<file path="config.mk">
export PLATFORM = sky130hd
export DESIGN_NAME = midi_uart_rx
export DESIGN_NICKNAME = d
export VERILOG_FILES = /design/src/rtl/midi_uart_rx.sv
export SDC_FILE = /design/constraint.sdc
export NUM_CORES = 1
export LEC_CHECK = 0
export CAP_MARGIN = 0
export CORE_MARGIN = 4
export CORE_UTILIZATION = 40
export CTS_CLUSTER_SIZE = 14
export DETAILED_ROUTE_END_ITERATION = 8
export PLACE_DENSITY = 0.67
export SLEW_MARGIN = 15
export SYNTH_ARGS = -nofsm -noshare
export SYNTH_HDL_FRONTEND = slang
export SYNTH_SLANG_ARGS = --single-unit
</file>
<file path="constraint.sdc">
create_clock -name clk -period 2.4 [get_ports clk]
set_input_delay 0.48 -clock clk [delete_from_list [all_inputs] [get_ports clk]]
set_output_delay 0.48 -clock clk [all_outputs]
set_load 0.02 [all_outputs]
</file>
<file path="src/rtl/midi_uart_rx.sv">
// MIDI 31250-baud 8N1 receiver: 2-flop sync, mid-bit sampling, one-cycle byte/framing-error strobes, break wait.
// Latency HALF_BIT + 9*CLKS_PER_BIT from IDLE seeing start low (+2 with MIDI_RX_MAJORITY_EN); no backpressure.
module midi_uart_rx #(
  parameter int CLKS_PER_BIT = 1600
) (
  input  logic       clk,
  input  logic       rst,
  input  logic       rx,
  output logic [7:0] data,
  output logic       valid,
  output logic       frame_err,
  output logic       busy
);

  localparam int HALF_BIT = CLKS_PER_BIT / 2;
  localparam int CW       = $clog2(CLKS_PER_BIT);
  localparam logic [CW-1:0] HALF_LAST = CW'(HALF_BIT - 1);
  localparam logic [CW-1:0] BIT_LAST  = CW'(CLKS_PER_BIT - 1);

  typedef enum logic [2:0] {
    S_IDLE,
    S_START,
    S_DATA,
    S_STOP,
    S_BREAK
  } state_t;

  logic sync1_q, sync1_d;
  logic rx_s_q, rx_s_d;
  logic rx_in;

  always_comb begin
    sync1_d = rx;
    rx_s_d  = sync1_q;
  end

  // Line idles high, so the synchroniser resets to 1 to avoid a false start.
  always_ff @(posedge clk) begin
    if (rst) begin
      sync1_q <= 1'b1;
      rx_s_q  <= 1'b1;
    end else begin
      sync1_q <= sync1_d;
      rx_s_q  <= rx_s_d;
    end
  end

`ifdef MIDI_RX_MAJORITY_EN
  logic hist1_q, hist1_d;
  logic hist2_q, hist2_d;
  logic rx_f_q, rx_f_d;

  always_comb begin
    hist1_d = rx_s_q;
    hist2_d = hist1_q;
    rx_f_d  = (rx_s_q & hist1_q) | (rx_s_q & hist2_q) | (hist1_q & hist2_q);
  end

  always_ff @(posedge clk) begin
    if (rst) begin
      hist1_q <= 1'b1;
      hist2_q <= 1'b1;
      rx_f_q  <= 1'b1;
    end else begin
      hist1_q <= hist1_d;
      hist2_q <= hist2_d;
      rx_f_q  <= rx_f_d;
    end
  end

  assign rx_in = rx_f_q;
`else
  assign rx_in = rx_s_q;
`endif

  state_t          state_q, state_d;
  logic [CW-1:0]   cnt_q, cnt_d;
  logic [2:0]      bit_idx_q, bit_idx_d;
  logic [7:0]      shift_q, shift_d;
  logic [7:0]      data_q, data_d;
  logic            valid_q, valid_d;
  logic            ferr_q, ferr_d;

  always_comb begin
    state_d   = state_q;
    cnt_d     = cnt_q;
    bit_idx_d = bit_idx_q;
    shift_d   = shift_q;
    data_d    = data_q;
    valid_d   = 1'b0;
    ferr_d    = 1'b0;

    case (state_q)
      S_IDLE: begin
        if (!rx_in) begin
          state_d = S_START;
          cnt_d   = '0;
        end
      end

      S_START: begin
        if (cnt_q == HALF_LAST) begin
          cnt_d     = '0;
          bit_idx_d = 3'd0;
          state_d   = rx_in ? S_IDLE : S_DATA;
        end else begin
          cnt_d = cnt_q + CW'(1);
        end
      end

      S_DATA: begin
        if (cnt_q == BIT_LAST) begin
          cnt_d              = '0;
          shift_d[bit_idx_q] = rx_in;
          bit_idx_d          = bit_idx_q + 3'd1;
          if (bit_idx_q == 3'd7) begin
            state_d = S_STOP;
          end
        end else begin
          cnt_d = cnt_q + CW'(1);
        end
      end

      // Leaving on the sample cycle leaves half a bit to catch a back-to-back start edge.
      S_STOP: begin
        if (cnt_q == BIT_LAST) begin
          cnt_d = '0;
          if (rx_in) begin
            data_d  = shift_q;
            valid_d = 1'b1;
            state_d = S_IDLE;
          end else begin
            ferr_d  = 1'b1;
            state_d = S_BREAK;
          end
        end else begin
          cnt_d = cnt_q + CW'(1);
        end
      end

      S_BREAK: begin
        if (rx_in) begin
          state_d = S_IDLE;
        end
      end

      default: begin
        state_d = S_IDLE;
        cnt_d   = '0;
      end
    endcase
  end

  always_ff @(posedge clk) begin
    if (rst) begin
      state_q   <= S_IDLE;
      cnt_q     <= '0;
      bit_idx_q <= 3'd0;
      shift_q   <= 8'h00;
      data_q    <= 8'h00;
      valid_q   <= 1'b0;
      ferr_q    <= 1'b0;
    end else begin
      state_q   <= state_d;
      cnt_q     <= cnt_d;
      bit_idx_q <= bit_idx_d;
      shift_q   <= shift_d;
      data_q    <= data_d;
      valid_q   <= valid_d;
      ferr_q    <= ferr_d;
    end
  end

  assign data      = data_q;
  assign valid     = valid_q;
  assign frame_err = ferr_q;
  assign busy      = (state_q != S_IDLE);

endmodule

</file>
==> reports/qor.csv <==
metric;value;unit
combPwrFrac;15.4;%
switching_share;26.6;%
cts_tree;yes;
critPathCapture;shift_q[2]$_SDFFE_PP0P_;
vias;1476;
drt_iter0_drc;102;
skew;0.00768;ns
wl_per_cell;12.9;um
critPathLaunchType;flip-flop;
synth_nets;215;
ys_types;42;
ctsHoldBuffers;0;
cap_violations;0;
dr.pass1.iters;4;
ios;14;
ctsResizeCount;0;
die_h;75.2;um
core-area;4350;um^2
power_switching;0.386;mW
grt_pass1_vias;1310;
grt_max_degree;23;
ys.flop_type;dfxtp_1;
arrival;2.41;ns
path_max_fanout;9;
nets;228;
final_cell_mix;37 x dfxtp_1, 20 x nor2_1, 18 x nand2_1, 18 x nand3_1, 15 x mux2i_1;
htreeDepth;2;
grt-ovfl-total;0;
status;complete, no violations;
cp.required;2.62;ns
end_kind;flip-flop;
post_cts_buffers;0;
hold_class;flip-flop to flip-flop;
multiInputGateArea;996;um^2
drv_slew;0;
pwr-share-seq;45.3;%
p_int;1.06;mW
port_buffers;13;
synth_edf_count;0;
ctsRootBufferMaster;clkbuf_8;
wirelength;3.56;mm
ant_nets;0;
worst_pin_slew;0.505;ns
power.total;1.45;mW
regToRegEndpoint;shift_q[2]$_SDFFE_PP0P_;
die-area;5660;um^2
grt_pass1_wl;5.98;mm
clock-sinks;37;
yosysWarnings;0;
cts_buffer_depth;2;
yosys_register_bits;37;
synthArstFlopShare;0;%
fin_ws;0.209;ns
path_class;flip-flop to flip-flop;
synthCells;209;
dp_hpwl;2.38;mm
p_per_area;682;nW/um^2
rsz0062_at_grt;false;
setup_viol;0;
finalHoldViolCount;0;
startpoint;cnt_q[0]$_SDFFE_PP0P_;
fin_crit_sh;91.3;%
layout-drive-gt1-share;11.2;%
gp_congestion;0.792;
antenna_found_initial;0;
period_needed;2.19;ns
synth_seq_area_share;41.0;%
final_common_cell;dfxtp_1;
gr-usage-all-layers;13.7;%
fmax;457;MHz
hold_slack;0.412;ns
clock_latency;0.30;ns
clk_pin_slew;0.07;ns
start_util;41.5;%
power_frac_clock;39.3;%
n_fill_cell;409;
synth.avg_cell_area;8.65;um^2
r2r_start;cnt_q[0]$_SDFFE_PP0P_;
antennaDiodeCount;0;
place_ws;0.204;ns
die_x;75.2;um
peakVddDrop;0.317;mV
viasPerCell;5.37;
fp-row-count;24;
relSlewSlack;66.3;%
power_leakage;0.732;nW
ff_latch_area;741;um^2
cts_buffers;5;
ff2ff_path_depth;6;
area_growth;17.4;%
fin_setup_tns;0;ns
r2r_slack;0.21;ns
drc;0;
netlist_area;1810;um^2
-- metal layers --
| layer | track usage, % | wire length [um] | up-vias |
|---|---|---|---|
| met4 | 6.21 | 65 | 0 |
| met5 | 0 | 0 | - |
| met2 | 20.4 | 1470 | 32 |
| li1 | - | - | 770 |
| met3 | 4.14 | 150 | 7 |
| met1 | 18.3 | 1870 | 667 |
-- stage by stage --
step	cells	util [%]	area, um^2
2_1_floorplan	209	-	1810
3_3_place_gp	267	46.0	2000
3_5_place_dp	267	46.0	2000
4_1_cts	275	48.8	2120
5_1_grt	275	48.8	2120
6_report	275	48.8	2120
-- synth_stat cells, types with 2 or more instances --
cell,n,area share (%)
ha_1,3,2.1
nand2_1,18,3.7
nor4b_2,2,1.7
clkbuf_1,13,2.7
nor2b_1,3,1.0
mux2i_1,15,8.3
nor3_1,7,1.9
nor3b_1,2,0.83
nand3_1,18,5.0
dfxtp_1,37,41
and2_1,2,0.69
a22oi_1,2,0.83
and3_1,2,0.69
nand4_1,2,0.69
or2_2,2,0.69
or3_1,6,2.1
a21oi_1,9,2.5
buf_4,2,0.83
a31oi_1,4,1.4
o21ai_0,8,2.2
nor4_1,4,1.4
nor2_1,20,4.2
nand2b_1,9,3.1
-- power by group through the flow --
stage	combinational [mW]	clock (mW)	sequential, mW
finish	0.223	0.569	0.657
global route	0.246	0.603	0.659
CTS	0.224	0.586	0.657
detailed placement	0.222	0	0.671
global placement	0.220	0	0.671
floorplan	0.153	0	0.651
-- layout make-up --
| class | instances | area share [%] |
|---|---|---|
| multi-input combinational | 155 | 46.9 |
| sequential | 37 | 34.9 |
| timing repair buffer | 22 | 9.31 |
| clock buffer | 6 | 3.89 |
| tap | 52 | 3.06 |
| clock inverter | 2 | 1.77 |
| inverter | 1 | 0.177 |
-- sequential cells by signal, indices dropped and copies added, names as in the netlist --
signal,flops
bit_idx_q,3
cnt_q,11
data,8
frame_err,1
rx_in,1
rx_s_d,1
shift_q,8
state_q,3
valid,1
-- critical path: stages, from the launching register on --
cell,delay (ns)
dfxtp_1,0.39
ha_1,0.22
and4_1,0.27
nand4_4,0.18
or3_1,0.55
nor4b_4,0.32
mux2i_1,0.20
-- worst min path at each step --
stage | startpoint | endpoint | slack, ns | cells past startpoint
final | rx_s_d$_SDFF_PP1_ | rx_in$_SDFF_PP1_ | 0.41 | 1
after global routing | rx_s_d$_SDFF_PP1_ | rx_in$_SDFF_PP1_ | 0.43 | 1
after CTS | rx_s_d$_SDFF_PP1_ | rx_in$_SDFF_PP1_ | 0.42 | 1
after detailed placement | rx_s_d$_SDFF_PP1_ | rx_in$_SDFF_PP1_ | 0.40 | 1
after global placement | rx_s_d$_SDFF_PP1_ | rx_in$_SDFF_PP1_ | 0.39 | 1
after floorplan | rx_s_d$_SDFF_PP1_ | rx_in$_SDFF_PP1_ | 0.39 | 1
-- cells by family (layout without fill, tap and decap cells) --
group           after synthesis  in the layout  synth area share (%)
simple gates                105            105                  33.3
flops                        37             37                  41.0
compound gates               30             30                  10.3
buf+inv                      17             31                  3.94
mux                          16             16                  8.93
fa+ha+maj                     3              3                  2.08
xor+xnor                      1              1                 0.485
Power figures use the tool's default switching activity.
